===== src/rtl/l1_pkg.sv =====
// Shared definitions for the layer1 stream reader.
// Holds the layer1 geometry, data/address widths, the {9,4} pixel type and
// the reader FSM state encoding.
package l1_pkg;

   localparam int unsigned IMG_W       = 32;
   localparam int unsigned IMG_H       = 32;
   localparam int unsigned DW          = 13;
   localparam int unsigned AW          = 13;
   localparam int unsigned LAYER1_BASE = 0;
   localparam int unsigned FIFO_DEPTH  = 2;

   // Unsigned {9,4} fixed point: 9 integer bits, 4 fraction bits (post-ReLU)
   typedef logic [DW-1:0] fix94_t;

   typedef enum logic [1:0] {
      ST_IDLE  = 2'd0,
      ST_READ  = 2'd1,
      ST_DRAIN = 2'd2,
      ST_DONE  = 2'd3
   } state_t;

endpackage


===== src/rtl/sync_fifo.sv =====
// Small synchronous FIFO used as the read-data skid buffer.
// Ports:
//   clk, rst    : clock, asynchronous active-high reset
//   push, din   : write strobe and data
//   pop, dout   : read strobe and head-of-queue data (show-ahead)
//   count       : current occupancy (0..DEPTH)
//   full, empty : occupancy flags
// DEPTH must be a power of two so the pointers wrap naturally.
module sync_fifo #(
   parameter int unsigned DEPTH = 2,
   parameter int unsigned WIDTH = 13
) (
   input  logic                       clk,
   input  logic                       rst,
   input  logic                       push,
   input  logic                       pop,
   input  logic [WIDTH-1:0]           din,
   output logic [WIDTH-1:0]           dout,
   output logic [$clog2(DEPTH):0]     count,
   output logic                       full,
   output logic                       empty
);

   localparam int unsigned PW = $clog2(DEPTH);
   localparam int unsigned CW = PW + 1;

   logic [WIDTH-1:0] r_mem [DEPTH];
   logic [PW-1:0]    r_wr_ptr;
   logic [PW-1:0]    r_rd_ptr;
   logic [CW-1:0]    r_count;

   // Storage and pointers; storage is cleared so the head reads 0 after reset
   always_ff @(posedge clk or posedge rst) begin
      if (rst) begin
         for (int i = 0; i < int'(DEPTH); i++) begin
            r_mem[i] <= '0;
         end
         r_wr_ptr <= '0;
         r_rd_ptr <= '0;
         r_count  <= '0;
      end else begin
         if (push) begin
            r_mem[r_wr_ptr] <= din;
            r_wr_ptr        <= r_wr_ptr + PW'(1);
         end
         if (pop) begin
            r_rd_ptr <= r_rd_ptr + PW'(1);
         end
         case ({push, pop})
            2'b10:   r_count <= r_count + CW'(1);
            2'b01:   r_count <= r_count - CW'(1);
            default: r_count <= r_count;
         endcase
      end
   end

   assign dout  = r_mem[r_rd_ptr];
   assign count = r_count;
   assign full  = (r_count == CW'(DEPTH));
   assign empty = (r_count == CW'(0));

   a_no_underflow: assert property (@(posedge clk) disable iff (rst) !(pop && empty));

endmodule


===== src/rtl/l1_stream_reader.sv =====
// Reads the finished layer1 map in raster order and streams it out as a
// valid/ready stream while accumulating frame max and sum.
// Ports:
//   clk, reset          : clock, asynchronous active-high reset
//   start               : one-cycle pulse, starts a frame when idle
//   busy, done          : frame in progress / one-cycle end-of-frame pulse
//   crd, caddr_rd       : registered memory read enable and address
//   cdata_rd            : read data, valid the cycle after crd
//   csel                : memory select, 1 (layer1) while busy
//   out_valid/ready     : stream handshake
//   out_data, out_last  : pixel value, final-beat marker
//   max_val, sum_val    : frame statistics, valid when done
module l1_stream_reader #(
   parameter int unsigned IMG_W      = l1_pkg::IMG_W,
   parameter int unsigned IMG_H      = l1_pkg::IMG_H,
   parameter int unsigned DW         = l1_pkg::DW,
   parameter int unsigned AW         = l1_pkg::AW,
   parameter int unsigned BASE_ADDR  = l1_pkg::LAYER1_BASE,
   parameter int unsigned FIFO_DEPTH = l1_pkg::FIFO_DEPTH
) (
   input  logic              clk,
   input  logic              reset,
   input  logic              start,
   output logic              busy,
   output logic              done,
   output logic              crd,
   output logic [AW-1:0]     caddr_rd,
   input  logic [DW-1:0]     cdata_rd,
   output logic              csel,
   output logic              out_valid,
   input  logic              out_ready,
   output logic [DW-1:0]     out_data,
   output logic              out_last,
   output logic [DW-1:0]     max_val,
   output logic [DW+9:0]     sum_val
);

   import l1_pkg::*;

   localparam int unsigned NPIX = IMG_W * IMG_H;
   localparam int unsigned IW   = $clog2(NPIX + 1);
   localparam int unsigned CW   = $clog2(FIFO_DEPTH) + 1;
   localparam int unsigned OW   = CW + 1;
   localparam int unsigned SW   = DW + 10;

   state_t            r_state;
   state_t            w_state_nxt;
   logic              r_crd;
   logic              r_push;
   logic [AW-1:0]     r_caddr;
   logic [IW-1:0]     r_rd_idx;
   logic [IW-1:0]     r_pop_idx;
   logic [DW-1:0]     r_max;
   logic [SW-1:0]     r_sum;

   logic [CW-1:0]     w_count;
   logic              w_full;
   logic              w_empty;
   logic              w_pop;
   logic              w_start_ok;
   logic [IW-1:0]     w_idx;
   logic [OW-1:0]     w_occ;
   logic              w_issue;
   logic              w_drained;

   // Skid buffer: read data lands here the cycle after crd
   sync_fifo #(
      .DEPTH (FIFO_DEPTH),
      .WIDTH (DW)
   ) u_fifo (
      .clk   (clk),
      .rst   (reset),
      .push  (r_push),
      .pop   (w_pop),
      .din   (cdata_rd),
      .dout  (out_data),
      .count (w_count),
      .full  (w_full),
      .empty (w_empty)
   );

   assign out_valid  = !w_empty;
   assign out_last   = !w_empty && (r_pop_idx == IW'(NPIX - 1));
   assign w_pop      = !w_empty && out_ready;
   assign w_start_ok = (r_state == ST_IDLE) && start;

   // The first read is issued on the edge that accepts start
   assign w_idx = w_start_ok ? IW'(0) : r_rd_idx;

   // Slots already claimed after this edge: buffered + pushing now + issued
   // last cycle, less the beat leaving now. A new read may only take a free one.
   assign w_occ = OW'(w_count) + OW'(r_push) + OW'(r_crd) - OW'(w_pop);

   assign w_issue = (w_start_ok || (r_state == ST_READ))
                    && (w_idx < IW'(NPIX))
                    && (w_occ < OW'(FIFO_DEPTH));

   // Nothing left after this edge: lets done follow the last beat by one cycle
   assign w_drained = !r_crd && !r_push
                      && ((w_count == CW'(0)) || ((w_count == CW'(1)) && w_pop));

   // State register
   always_ff @(posedge clk or posedge reset) begin
      if (reset) begin
         r_state <= ST_IDLE;
      end else begin
         r_state <= w_state_nxt;
      end
   end

   // Next-state logic
   always_comb begin
      w_state_nxt = r_state;
      unique case (r_state)
         ST_IDLE: begin
            if (start) w_state_nxt = ST_READ;
         end
         ST_READ: begin
            if ((r_rd_idx == IW'(NPIX)) || (w_issue && (r_rd_idx == IW'(NPIX - 1))))
               w_state_nxt = ST_DRAIN;
         end
         ST_DRAIN: begin
            if (w_drained) w_state_nxt = ST_DONE;
         end
         ST_DONE: begin
            w_state_nxt = ST_IDLE;
         end
         default: w_state_nxt = ST_IDLE;
      endcase
   end

   // Output decode from the state register
   always_comb begin
      busy = 1'b0;
      csel = 1'b0;
      done = 1'b0;
      unique case (r_state)
         ST_READ, ST_DRAIN: begin
            busy = 1'b1;
            csel = 1'b1;
         end
         ST_DONE: done = 1'b1;
         default: ;
      endcase
   end

   // Read issue, address counter and statistics
   always_ff @(posedge clk or posedge reset) begin
      if (reset) begin
         r_crd     <= 1'b0;
         r_push    <= 1'b0;
         r_caddr   <= '0;
         r_rd_idx  <= '0;
         r_pop_idx <= '0;
         r_max     <= '0;
         r_sum     <= '0;
      end else begin
         r_crd  <= w_issue;
         r_push <= r_crd;
         if (w_issue) begin
            r_caddr  <= AW'(BASE_ADDR) + AW'(w_idx);
            r_rd_idx <= w_idx + IW'(1);
         end else if (w_start_ok) begin
            r_rd_idx <= '0;
         end
         if (w_start_ok) begin
            r_pop_idx <= '0;
            r_max     <= '0;
            r_sum     <= '0;
         end else if (w_pop) begin
            r_pop_idx <= r_pop_idx + IW'(1);
            r_sum     <= r_sum + SW'(out_data);
            if (out_data > r_max) r_max <= out_data;
         end
      end
   end

   assign crd      = r_crd;
   assign caddr_rd = r_caddr;
   assign max_val  = r_max;
   assign sum_val  = r_sum;

   a_no_overflow: assert property (@(posedge clk) disable iff (reset)
                                   !(r_push && w_full && !w_pop));

endmodule


===== config.mk =====
export PLATFORM = sky130hd
export DESIGN_NAME = l1_stream_reader
export DESIGN_NICKNAME = d
export VERILOG_FILES = /design/src/rtl/l1_pkg.sv /design/src/rtl/sync_fifo.sv /design/src/rtl/l1_stream_reader.sv
export SDC_FILE = /design/constraint.sdc
export NUM_CORES = 1
export LEC_CHECK = 0
export BUFFER_PORTS_ARGS = -buffer_cell sky130_fd_sc_hd__buf_4
export CORE_MARGIN = 10
export CORE_UTILIZATION = 57
export CTS_CLUSTER_SIZE = 12
export DETAILED_ROUTE_END_ITERATION = 16
export GPL_ROUTABILITY_DRIVEN = 0
export PLACE_DENSITY = 0.8
export SLEW_MARGIN = 20
export SYNTH_ARGS = -nofsm -noshare
export SYNTH_HDL_FRONTEND = slang
export SYNTH_SLANG_ARGS = --single-unit

===== constraint.sdc =====
create_clock -name clk -period 6.35 [get_ports clk]
set_input_delay 1.27 -clock clk [delete_from_list [all_inputs] [get_ports clk]]
set_output_delay 1.27 -clock clk [all_outputs]
set_load 0.03 [all_outputs]

---- Word-level counts from Yosys, hierarchy flattened ----
Index checks and enable logic that the tools add are counted.
operators by class
  multiplexer cells ....................... 22
  $lt $le $gt $ge ......................... 6
  reductions and logical operators ........ 24
  add/subtract/negate cells ............... 10
  eq/ne operators ......................... 12
  bitwise gates (word level) .............. 2
operators with widths
  kind                                                      count
  two-way mux 13 bit                                        7
  two-way mux 23 bit                                        2
  two-way mux 11 bit                                        4
  bitwise mux 26 bit                                        1
  adder 23 x 13 -> 23 bit                                   1
  adder 11 x 1 -> 11 bit, second input constant             2
  equality test 11 x 10 -> 1 bit, second input constant     2
  demux 13 bit (select 1 bit)                               1
  > comparator 13 bit                                       1
  equality test 11 bit, second input constant               1
  < comparator 11 bit, second input constant                1
  logical AND 1 bit                                         10
  one-hot mux 2 bit (4 select lines)                        1
  equality test 2 x 1 -> 1 bit, second input constant       3
  equality test 2 bit, second input constant                3
  two-way mux 2 bit                                         3
  nonzero test 2 bit                                        3
  greater-or-equal comparator 2 bit, second input constant  2
  logical NOT 2 bit                                         2
  inequality test 2 bit, second input constant              2
  NOT 1 -> 2 bit                                            2
  one-hot mux 2 bit (2 select lines)                        1
  adder 2 x 1 -> 3 bit                                      1
  adder 3 x 1 -> 3 bit                                      1
  13 further kinds                                          19
word-level totals
  logic and storage cells ................. 89
  input port bits ......................... 17
  output and inout port bits .............. 68
  bits in registers ....................... 103

---- Depth between registers and ports, before layout ----
Gate-level depths: netlist of run 1.
  depth after elaboration ................. 10
  gate-level depth with buffers ........... 18
  gate-level depth less buffers ........... 17

---- Modules after synthesis ----
From an unflattened synthesis of run 1, not the netlist that was laid out.
second synthesis, totals
  cells, all modules ...................... 544
  area, all modules ....................... 5555.3 um^2
modules (own cells, without submodules)
  module            instances  area each (um^2)  seq. area each (um^2)  cells each
  l1_stream_reader  1          4257.8            1826.8                 459
  sync_fifo         1          1297.5            750.7                  85

---- Worst setup path after synthesis of run 1 ----
Ideal clock, no wire load.
  path kind ............................... input to register
  start ................................... in out_ready
  end ..................................... reg r_state[1]
  library setup time ...................... 0.128 ns
  cell stages on the path ................. 15
  buffers on the path ..................... 2
  data required time ...................... 6.222 ns
  setup slack ............................. 1.436 ns
  arrival ................................. 4.786 ns
  cell sequence ........................... nand2_1 clkinv_1 buf_1 ha_1 inv_1 ha_1 a21o_1 fa_1 xnor2_1 a211o_1 or3_1 clkbuf_1 o311a_1 a221oi_2 mux2_1
on the way
  cells in the longest elaborated chain, start to end .. 8
  elaborated cells between the ends (all ways) .. 12
  classes of those cells .................. add/sub (1); order compare (1); eq/ne (2); reduce/logical (8)
ends and longest elaborated chain
  what                                             RTL line                 RTL
  start, declared                                  l1_stream_reader.sv:31   input logic out_ready,
  logical AND 1 bit (*)                            l1_stream_reader.sv:84   assign w_pop = !w_empty && out_ready;
  named net u_fifo.pop                             sync_fifo.sv:16          input logic pop,
  subtractor 3 x 1 -> 3 bit                        l1_stream_reader.sv:92   assign w_occ = OW'(w_count) + OW'(r_push) + OW'(r_crd) - OW'(w_pop);
  < comparator 3 x 2 -> 1 bit                      l1_stream_reader.sv:96   && (w_occ < OW'(FIFO_DEPTH));
  logical AND 1 bit                                l1_stream_reader.sv:96
  logical AND 1 bit                                l1_stream_reader.sv:119  if ((r_rd_idx == IW'(NPIX)) || (w_issue && (r_rd_idx == IW'(NPIX - 1))))
  logical OR 1 bit                                 l1_stream_reader.sv:119
  inequality test 2 x 1 -> 1 bit (no source line)  -
  AND reduction 3 bit (no source line) (*)         -
  end signal, assigned                             l1_stream_reader.sv:107  r_state <= w_state_nxt;
  end, declared                                    l1_stream_reader.sv:46   state_t r_state;
Mark *: on every way through the listed nets, which the timed path passes. The rest lies on a longest branch.
A chain may end at the register's enable or synchronous reset.

---- Final worst setup path of run 1 ----
  start ................................... in out_ready
  end ..................................... reg r_state[1]
on the way
  cells in the longest elaborated chain, start to end .. 8
  elaborated cells between the ends (all ways) .. 12
  classes of those cells .................. add/sub (1); order compare (1); eq/ne (2); reduce/logical (8)
ends and longest elaborated chain
  what                                             RTL line
  logical AND 1 bit (*)                            l1_stream_reader.sv:84
  subtractor 3 x 1 -> 3 bit                        l1_stream_reader.sv:92
  < comparator 3 x 2 -> 1 bit                      l1_stream_reader.sv:96
  logical AND 1 bit                                l1_stream_reader.sv:96
  logical AND 1 bit                                l1_stream_reader.sv:119
  logical OR 1 bit                                 l1_stream_reader.sv:119
  inequality test 2 x 1 -> 1 bit (no source line)  -
  AND reduction 3 bit (no source line) (*)         -
Mark *: on every way between the ends. The rest lies on a longest branch, timed or not.

==> results of run 1 <==
placed cells by master, fill, tap and decap left out, types with 5 or more instances in the layout:
cell type and count:
and3_1 5, and2_1 5, or3_1 7, buf_4 89
a21o_1 6, a211oi_1 6, mux2_2 38, inv_1 32
nand2_1 67, xnor2_1 16, nand3_1 35, ha_1 37
o21ai_0 23, a31oi_1 5, xor2_1 10, nor2_1 38
a21oi_1 32, o31ai_1 14, nand4_1 10, mux2i_1 7
nor3_1 8, dfrtp_1 103, clkbuf_8 9, nand2b_1 6
critical path, cell delays in order:
cell and delay (ns):
buf_4 0.12, nand2_1 0.10, clkinv_1 0.10, ha_1 0.35, inv_1 0.07, ha_1 0.28
a21o_1 0.17, fa_1 0.37, xnor2_1 0.14, a211o_1 0.51, or3_1 0.54, o311a_1 0.38
a221oi_2 0.24, mux2_1 0.36
registers in the layout, summed over array words and instances (netlist names):
| name | cells |
|---|---|
| caddr_rd | 11 |
| crd | 1 |
| max_val | 13 |
| r_pop_idx | 11 |
| r_push | 1 |
| r_rd_idx | 11 |
| r_state | 2 |
| sum_val | 23 |
| u_fifo.count | 2 |
| u_fifo.r_mem | 26 |
| u_fifo.r_rd_ptr | 1 |
| u_fifo.r_wr_ptr | 1 |
area by class of cell:
class | instances | area [um2] | area share, %
clock buffer | 9 | 124 | 1.87
timing repair buffer | 89 | 668 | 10.1
tap | 133 | 166 | 2.51
inverter | 35 | 134 | 2.02
sequential | 103 | 2580 | 38.9
multi-input combinational | 413 | 2850 | 43.0
clock inverter | 7 | 104 | 1.57
cell usage after synthesis, types with 10 or more instances:
| master | number |
|---|---|
| nor2_1 | 38 |
| ha_1 | 37 |
| mux2_2 | 38 |
| xnor2_1 | 16 |
| nand4_1 | 10 |
| nand2_1 | 67 |
| inv_1 | 33 |
| a21oi_1 | 32 |
| o31ai_1 | 14 |
| dfrtp_1 | 103 |
| clkbuf_1 | 19 |
| nand3_1 | 35 |
| xor2_1 | 10 |
| o21ai_0 | 23 |
power groups by stage:
stage	clock, mW	combinational [mW]	sequential (mW)
after floorplan	0	1.62	1.28
after global placement	0	2.40	1.12
after detailed placement	0	2.50	1.14
after CTS	0.475	2.51	1.13
after global routing	0.497	2.78	1.16
final	0.470	2.51	1.13
layer usage:
metal	global-route usage [%]	up-vias	part of all wire, %
met5	0	-	0
met2	31.9	120	50
met4	6.03	0	1.6
li1	-	2167	-
met1	23.6	2205	43
met3	4.50	21	5.7
how the worst max path moves through the flow:
stage | from | cells after the start | end | slack (ns)
6_report | out_ready | 14 | r_state[1] | 1.61
5_1_grt | out_ready | 14 | r_state[1] | 1.43
4_1_cts | out_ready | 14 | r_state[1] | 1.62
3_5_place_dp | out_ready | 14 | r_state[1] | 1.25
3_3_place_gp | out_ready | 14 | r_state[1] | 1.37
2_1_floorplan | out_ready | 15 | r_state[1] | 1.44
cells by family after synthesis:
group / count (synthesis) / synth area share (%)
AO/OA/AOI/OAI: 105 / 11.9
AND/OR/NAND/NOR: 195 / 16.4
other: 1 / 0.0662
flip-flops: 103 / 45.5
XOR/XNOR: 26 / 4.02
multiplexers: 46 / 8.99
buffers and inverters: 61 / 4.24
adder cells (fa/ha/maj): 39 / 8.88
==> summary.md, run 1 <==
| Metric | Value |
|---|---|
| Status | completed |
| Flops & latches, synth | 103 |
| Die width | 120 um |
| Final Hold Vio Count | 0 |
| Hold depth | 2 |
| Antenna-violating nets left | 0 |
| Worst r2r dst | r_state[1] |
| PD cells | 621 mW/mm2 |
| Kind of critical path | in2reg |
| CP startpoint kind | input port |
| Port bufs | 82 |
| Number of synthesized flops with an enable pin | 0 |
| Antenna violations before repair | 0 |
| Post-Syn Area | 0.00566 mm2 |
| CTS tree | yes |
| Die height | 120 um |
| CTS resizes | 0 |
| GRT overflow | 0 |
| Worst slew margin | 37.0% |
| Switching part of the total | 47.9% |
| NumNets Final | 707 |
| Post-route cell area | 0.00662 mm2 |
| # fillers | 779 |
| Vias in the first global route | 4,576 |
| Maxcap violations | 0 |
| Ys async rst share | 100% |
| I/O pin count | 85 |
| Clock slew at reported path FFs | 0.11 ns |
| Post-CTS Setup Bufs | 0 |
| Mapped Cells | 576 |
| Area growth, synth to finish | 17.0% |
| Int Pwr | 2.14 mW |
| Post-Route Hold Slack | 0.494 ns |
| DR vias/cell | 5.72 |
| Setup violations, final | 0 |
| Worst path required time | 6.61 ns |
| Maximum clock insertion buffer count | 2 |
| Reg power frac | 27.5% |
| H-tree depth | 3 |
| Worst EP arrival | 5.00 ns |
| Post-DP Area | 0.00639 mm2 |
| Initial detailed-routing violation count | 360 |
| Fin. max-slew vios | 0 |
| CTS sink count | 103 |
| Reg2reg path depth | 16 |
| Clock network power share | 11.4% |
| Ys Warns | 0 |
| Clock skew | 0.0103 ns |
| Share of the synthesized area in the top cell type | 45.5% |
| Ranking of synthesized cells by area | dfrtp_1 46%, ha_1 8.2%, mux2_2 7.6% |
| Clock root buffer | clkbuf_8 |
| Critical-path maximum fanout | 21 |
| Setup ws final | 1.61 ns |
| Comb power frac | 61.1% |
| Reg2reg start | u_fifo.count[1] |
| Avg Synthesized Cell Area | 9.83 um2 |
| Hold endpoint | caddr_rd[1] |
| Worst min-delay path class | reg2reg |
| Wire length per cell | 17.4 um |
| Initial Util | 58.2% |
| Tcrit/Tclk final | 74.6% |
| Total Power | 4.11 mW |
| Post-Place Worst Slack | 1.25 ns |
| Top_reg_cell synth | dfrtp_1 |
| Crit. End Element | register |
| Max Clock Freq | 0.211 GHz |
| Largest net degree at the start of global routing | 62 |
| Netlist cell types | 52 |
| Inserted Clock Buffers | 9 |
| Flop2flop setup slack | 1.76 ns |
| GRT Total Usage | 19.0% |
| Share of layout cells above drive strength 1 | 23.0% |
| Non-Filler Instances | 789 |
| Die ar. | 0.0143 mm2 |
| Min cycle time layout | 4.74 ns |
| LEAKAGE | 3.13 nW |
| Core area | 0.00973 mm2 |
| Sequential area share after synthesis | 45.5% |
| First-pass GRT wire length | 22,600 um |
| DRC Markers | 0 |
| Std cell rows | 36 |
| Layout Utilization | 68.1% |
| Drt first pass iters | 4 |
| Dpl hpwl | 9900 um |
| Vias | 4,513 |
| Final WL | 13,700 um |
| Sw power | 1.97 mW |
| Post-CTS Hold Buffers | 0 |
| Cell total after placement | 773 |
| Hold path start | caddr_rd[1] |
| Worst Max-Slew Pin Slew | 0.945 ns |
| Worst vdd ir | 0.281 mV |
| Diodes inserted | 0 |
| Clk_lat worst skew | 0.38 ns |
| RSZ-0062 raised after global routing | false |
| Fin Setup TNS | 0 ns |
| Synth area leader | dfrtp_1 |
Note: power is estimated with default switching activity, not from simulation.
==> run 2: changes to the inputs <==
==> constraint.sdc (replaced) <==
create_clock -name clk -period 4.4 [get_ports clk]
set_input_delay 0.88 -clock clk [delete_from_list [all_inputs] [get_ports clk]]
set_output_delay 0.88 -clock clk [all_outputs]
set_load 0.03 [all_outputs]
==> run 2 against run 1 <==
Net effect: via count up 0.71%; final cell count up 0.63%; sequential share of layout area down 0.27 points; global-route usage down 0.28 points; sequential cell count unchanged; die area unchanged; clock power up 43%; core utilization up 0.48 points; total power up 45%; clock skew about the same; critical path type is now reg2reg; largest cell class unchanged; highest routed layer unchanged.
==> summary.md, run 2 (same netlist as run 1, synthesis figures left out) <==
| Metric | Value |
|---|---|
| Reg2reg start | u_fifo.count[1] |
| GRT overflow | 0 (unchanged) |
| Kind of critical path | reg2reg |
| Status | completed |
| I/O pin count | 85 (unchanged) |
| Dpl hpwl | 9950 um (+0.57%) |
| Antenna-violating nets left | 0 (unchanged) |
| PD cells | 894 mW/mm2 (+44%) |
| Die width | 120 um (unchanged) |
| Port bufs | 82 (unchanged) |
| Vias | 4,545 (+0.71%) |
| H-tree depth | 3 (unchanged) |
| Min cycle time layout | 4.12 ns |
| Core area | 0.00973 mm2 (unchanged) |
| Std cell rows | 36 (unchanged) |
| Final WL | 13,300 um (-2.7%) |
| DR vias/cell | 5.72 (about the same) |
| Commonest non-fill, non-tap cells in the layout | 103 x dfrtp_1, 94 x buf_4, 67 x nand2_1 |
| Clock root buffer | clkbuf_8 |
| First-pass GRT wire length | 22,200 um (-2.0%) |
| DRC Markers | 0 (unchanged) |
| Maximum clock insertion buffer count | 2 (unchanged) |
| Worst path required time | 4.66 ns (-1.95 ns) |
| Drt first pass iters | 4 (unchanged) |
| Maxcap violations | 0 (unchanged) |
| RSZ-0062 raised after global routing | false |
| Hold endpoint | caddr_rd[5] |
| Die height | 120 um (unchanged) |
| Wire length per cell | 16.8 um (-3.3%) |
| Max Clock Freq | 0.243 GHz |
| CTS resizes | 0 (unchanged) |
| Flop2flop setup slack | 0.28 ns (-1.48 ns) |
| CTS sink count | 103 (unchanged) |
| Area growth, synth to finish | 17.8% |
| Crit. End Element | register |
| Fin. max-slew vios | 0 (unchanged) |
| Hold depth | 2 (unchanged) |
| Tcrit/Tclk final | 93.7% |
| Reg2reg path depth | 16 (unchanged) |
| Clk_lat worst skew | 0.38 ns (about the same) |
| Critical-path maximum fanout | 4 (-81%) |
| Worst vdd ir | 0.437 mV (+56%) |
| CP startpoint kind | register |
| Post-CTS Setup Bufs | 0 (unchanged) |
| Worst Max-Slew Pin Slew | 0.933 ns (-0.0122 ns) |
| Clock skew | 0.00998 ns (-0.000303 ns) |
| Clock slew at reported path FFs | 0.10 ns (about the same) |
| Fin Setup TNS | 0 ns (unchanged) |
| Worst r2r dst | r_state[1] |
| Setup violations, final | 0 (unchanged) |
| Largest Register | u_fifo.r_mem |
| LEAKAGE | 3.15 nW (+0.74%) |
| CTS tree | yes |
| Total Power | 5.96 mW (+45%) |
| Largest net degree at the start of global routing | 78 (+26%) |
| Hold path start | caddr_rd[5] |
| Initial detailed-routing violation count | 243 (-33%) |
| Worst min-delay path class | reg2reg |
| Final Hold Vio Count | 0 (unchanged) |
| GRT Total Usage | 18.7% (-0.28 points) |
| Diodes inserted | 0 (unchanged) |
| NumNets Final | 712 (+0.71%) |
| Cell total after placement | 778 (+0.65%) |
| Die ar. | 0.0143 mm2 (unchanged) |
| Max FFs per register | 26 (unchanged) |
| Worst EP arrival | 4.38 ns (-0.62 ns) |
| Vias in the first global route | 4,475 (-2.2%) |
| Inserted Clock Buffers | 9 (unchanged) |
| Initial Util | 58.2% (unchanged) |
| Most common cell after layout, fill and taps aside | dfrtp_1 |
| Share of layout cells above drive strength 1 | 23.8% (+0.73 points) |
| Post-CTS Hold Buffers | 0 (unchanged) |
| Worst slew margin | 37.8% (+0.81 points) |
| Non-Filler Instances | 794 (+0.63%) |
| Antenna violations before repair | 0 (unchanged) |
## run 2: layout make-up
type / instances / area [um2]
Clock buffer: 12 / 145
Tap cell: 133 / 166
Sequential cell: 103 / 2580
Fill cell: 761 / 3060
Timing Repair Buffer: 94 / 706
Inverter: 35 / 135
Multi-Input combinational cell: 413 / 2860
Clock inverter: 4 / 77.6
## run 2: critical path: stages, from the launching register on
cell      delay, ns
dfrtp_1        0.42
inv_1          0.14
ha_1           0.27
inv_2          0.05
nand2_1        0.09
clkinv_2       0.08
ha_4           0.29
inv_1          0.04
ha_1           0.27
a21o_1         0.17
fa_1           0.39
xnor2_1        0.15
a211o_1        0.29
or3_1          0.40
o311a_1        0.35
a221oi_2       0.25
mux2_1         0.36
## run 2: per-stage QoR
stage / utilization (%) / hold slack (ns) / instance area, um2 / worst slack (ns)
6_report: 68.5 / 0.485 / 6670 / 0.278
5_1_grt: 68.5 / 0.510 / 6670 / 0.0310
4_1_cts: 68.5 / 0.487 / 6670 / 0.278
3_5_place_dp: 66.2 / 0.452 / 6440 / 0.146
3_3_place_gp: 66.2 / 0.460 / 6440 / 0.243
2_1_floorplan: - / 0.463 / 5680 / 0.0494
## run 2: worst max-delay path by stage
stage,startpoint,end,cells past startpoint
finish,u_fifo.count[1],r_state[1],16
global route,u_fifo.count[1],r_state[1],16
CTS,u_fifo.count[1],r_state[1],16
detailed placement,out_ready,r_state[1],14
global placement,out_ready,r_state[1],14
floorplan,out_ready,r_state[1],15
## run 2: power by group
part / internal, mW / total [mW] / switching [mW] / leakage, nW
registers: 1.32 / 1.61 / 0.285 / 1.29
logic: 1.48 / 3.68 / 2.20 / 1.75
clock network: 0.340 / 0.672 / 0.332 / 0.111
total: 3.14 / 5.96 / 2.82 / 3.15
## run 2: layer usage
layer | GRT usage [%] | up-vias | wire length (um)
met4 | 7.99 | 0 | 350
met1 | 23.6 | 2205 | 5860
met5 | 0 | - | 0
li1 | - | 2181 | -
met3 | 4.27 | 26 | 884
met2 | 30.1 | 133 | 6250
==> run 3: changes to the inputs <==
--- a/config.mk
+++ b/config.mk
@@ -5,9 +5,11 @@
 export SDC_FILE = /design/constraint.sdc
 export NUM_CORES = 1
 export LEC_CHECK = 0
+export ABC_AREA = 1
+export ABC_CLOCK_PERIOD_IN_PS = 4400
 export BUFFER_PORTS_ARGS = -buffer_cell sky130_fd_sc_hd__buf_4
 export CORE_MARGIN = 10
-export CORE_UTILIZATION = 57
+export CORE_UTILIZATION = 58
 export CTS_CLUSTER_SIZE = 12
 export DETAILED_ROUTE_END_ITERATION = 16
 export GPL_ROUTABILITY_DRIVEN = 0
==> run 3 against run 2 <==
Net effect: sequential share of layout area shrank 2.1 points; cell area grew 5.8%; worst hold slack got worse by 0.0074 ns; sequential power is 6% lower; register-to-register slack improved by 0.60 ns; first-iteration DRC count up 60%; worst setup slack improved by 0.60 ns; synthesized area up 9.6%; core utilization shrank 0.51 points; global-route usage up 1.5 points.
==> summary.md, run 3 <==
| Metric | Value |
|---|---|
| Status | completed |
| Max Clock Freq | 0.284 GHz (+17%) |
| Crit path to | r_state[1] |
| Kind of critical path | reg2reg |
| Antenna violations before repair | 0 (unchanged) |
| Antenna-violating nets left | 0 (unchanged) |
| Worst Max-Slew Pin Slew | 0.818 ns (-0.115 ns) |
| RSZ-0062 raised after global routing | false |
| GRT overflow | 0 (unchanged) |
| Worst EP arrival | 3.78 ns (-0.60 ns) |
| CP startpoint kind | register |
| Std cell rows | 37 (+2.8%) |
| Initial detailed-routing violation count | 388 (+60%) |
| Number of synthesized flops with an enable pin | 0 (unchanged) |
| Vias in the first global route | 5,375 (+20%) |
| Netlist cell types | 49 (-5.8%) |
| Die ar. | 0.0152 mm2 (+6.4%) |
| DR vias/cell | 5.36 (-6.4%) |
| PD cells | 798 mW/mm2 (-11%) |
| LEAKAGE | 3.85 nW (+22%) |
| Register area | 0.00258 mm2 (unchanged) |
| GRT Total Usage | 20.1% (+1.5 points) |
| Clk_lat worst skew | 0.38 ns (about the same) |
| Vias | 5,546 (+22%) |
| Post-route cell area | 0.00705 mm2 (+5.8%) |
| # fillers | 860 (+13%) |
| Area growth, synth to finish | 13.7% |
| Die height | 123 um (+3.2%) |
| Synth Area in Compound Gates | 8.61% (-3.3 points) |
| Largest family of logic cells by synthesized area | simple AND/OR/NAND/NOR gates |
| Flops & latches, synth | 103 (unchanged) |
| Sequential area share after synthesis | 41.5% (-4.0 points) |
| Commonest non-fill, non-tap cells in the layout | 267 x nand2_1, 108 x inv_1, 103 x dfrtp_1 |
| Critical-path maximum fanout | 17 (+13) |
| Ys async rst share | 100% (unchanged) |
| Setup violations, final | 0 (unchanged) |
| Inserted Clock Buffers | 9 (unchanged) |
| Largest Register | u_fifo.r_mem |
| Worst slew margin | 45.5% (+7.7 points) |
| First-pass GRT wire length | 25,000 um (+13%) |
| Die width | 123 um (+3.2%) |
| Clock slew at reported path FFs | 0.09 ns (about the same) |
| Port bufs | 82 (unchanged) |
| Worst vdd ir | 0.517 mV (+18%) |
| Core area | 0.0104 mm2 (+6.6%) |
| DRC Markers | 0 (unchanged) |
| Worst r2r dst | r_state[1] |
| Synth Area in XOR/XNOR | 1.13% (-2.9 points) |
| Wire length per cell | 14.5 um (-14%) |
| Clock root buffer | clkbuf_8 |
| Simple-Gate Fraction of Synth Area | 31.3% (+15 points) |
| Top_reg_cell synth | dfrtp_1 |
| Post-CTS Hold Buffers | 0 (unchanged) |
| Max FFs per register | 26 (unchanged) |
| Diodes inserted | 0 (unchanged) |
| Synth area leader | dfrtp_1 |
| H-tree depth | 3 (unchanged) |
| Reg2reg path depth | 18 (+2) |
| Fin Setup TNS | 0 ns (unchanged) |
| Worst min-delay path class | reg2reg |
| Dpl hpwl | 11,400 um (+15%) |
| Crit path launch | u_fifo.count[1] |
| Initial Util | 59.8% (+1.7 points) |
| Post-DP Area | 0.00687 mm2 (+6.6%) |
| Layout Utilization | 68.0% (-0.51 points) |
| Drt first pass iters | 5 (+1) |
| Clock skew | 0.0150 ns (+0.00504 ns) |
| Maximum clock insertion buffer count | 2 (unchanged) |
| Tcrit/Tclk final | 80.0% (-14 points) |
| Post-Route Hold Slack | 0.477 ns (-0.00736 ns) |
| Multi-input combinational cell area | 0.00305 mm2 (+6.8%) |
| Ranking of synthesized cells by area | dfrtp_1 42%, nand2_1 16%, ha_1 7.5% |
| Fin. max-slew vios | 0 (unchanged) |
| Most numerous cell in the Yosys netlist | nand2_1 |
| Post-synthesis adder-cell area fraction | 8.10% (-0.78 points) |
| CTS sink count | 103 (unchanged) |
| CTS resizes | 0 (unchanged) |
| Crit. End Element | register |
| NumNets Final | 951 (+34%) |
| Avg Synthesized Cell Area | 7.55 um2 (-23%) |
| Post-CTS Setup Bufs | 0 (unchanged) |
| I/O pin count | 85 (unchanged) |
| Post-Syn Area | 0.00621 mm2 (+9.6%) |
| Share of the synthesized area in the top cell type | 41.5% (-4.0 points) |
| Final Hold Vio Count | 0 (unchanged) |
| Min cycle time layout | 3.52 ns (-0.602 ns) |
| CTS tree | yes |
| Mapped Cells | 822 (+43%) |
| Ys Warns | 0 (unchanged) |
| Worst path required time | 4.66 ns (about the same) |
| Flop2flop setup slack | 0.88 ns (+0.60 ns) |
| Maxcap violations | 0 (unchanged) |
| Reg2reg start | u_fifo.count[1] |
| Mux cell area share after synthesis | 0% (-9.0 points) |
| Most common cell after layout, fill and taps aside | nand2_1 |
| Total Power | 5.63 mW (-5.6%) |
| Final WL | 15,000 um (+12%) |
| Largest net degree at the start of global routing | 59 (-24%) |
| Share of layout cells above drive strength 1 | 15.1% (-8.6 points) |
| Synth cell count leaders | 267 x nand2_1, 109 x inv_1, 103 x dfrtp_1 |
==> run 3: cells by family after synthesis <==
| logic type | after synthesis |
|---|---|
| compound gates | 99 |
| xor+xnor | 8 |
| fa+ha+maj | 39 |
| buf+inv | 137 |
| flops | 103 |
| other cells | 1 |
| simple gates | 435 |
==> run 3: power by group <==
part / internal (mW) / total (mW) / switching, mW
Clock: 0.262 / 0.596 / 0.334
Sequential: 1.26 / 1.51 / 0.248
Combinational: 1.17 / 3.52 / 2.35
Total: 2.70 / 5.63 / 2.93
==> run 3: layout make-up <==
class,instances,share of cell area (%)
clock inverters,5,0.816
multi-input cells,583,43.3
inverters,113,6.08
clock buffers,10,1.81
repair buffers,85,9.05
well taps,136,2.41
flip-flops and latches,103,36.5
==> run 3: critical path, cell delays in order (launching register included) <==
cell and delay [ns]:
dfrtp_1 0.41, inv_1 0.13, ha_1 0.21, inv_2 0.07, nand2_4 0.17, inv_2 0.15
ha_1 0.37, inv_1 0.07, ha_1 0.27, a21o_1 0.17, fa_1 0.46, nor3b_2 0.21
nand2_2 0.08, inv_2 0.23, nand2_1 0.08, nand2_1 0.12, nand2_1 0.09, nand2_1 0.07
nand2_1 0.05
==> run 3: metal layers <==
metal | up-vias | part of all wire, % | GRT usage (%)
met5 | - | 0 | 0
met2 | 151 | 49 | 34.0
met4 | 0 | 1.6 | 5.97
met3 | 21 | 6.5 | 5.15
met1 | 2615 | 43 | 24.9
li1 | 2759 | - | -
==> run 3: worst min path at each step <==
| stage | cells past startpoint | slack [ns] | from | to |
|---|---|---|---|---|
| 6_report | 0 | 0.48 | crd | r_push |
| 4_1_cts | 0 | 0.47 | crd | r_push |
| 3_3_place_gp | 2 | 0.46 | u_fifo.r_mem[1] | u_fifo.r_mem[1] |
| 5_1_grt | 0 | 0.50 | crd | r_push |
| 3_5_place_dp | 0 | 0.45 | crd | r_push |
| 2_1_floorplan | 2 | 0.45 | u_fifo.r_mem[0] | u_fifo.r_mem[0] |
==> run 3: stage by stage <==
| stage | setup WS, ns | std cells |
|---|---|---|
| floorplan | 0.816 | 823 |
| global placement | 0.852 | 1020 |
| detailed placement | 0.668 | 1020 |
| CTS | 0.870 | 1035 |
| global route | 0.569 | 1035 |
| finish | 0.879 | 1035 |
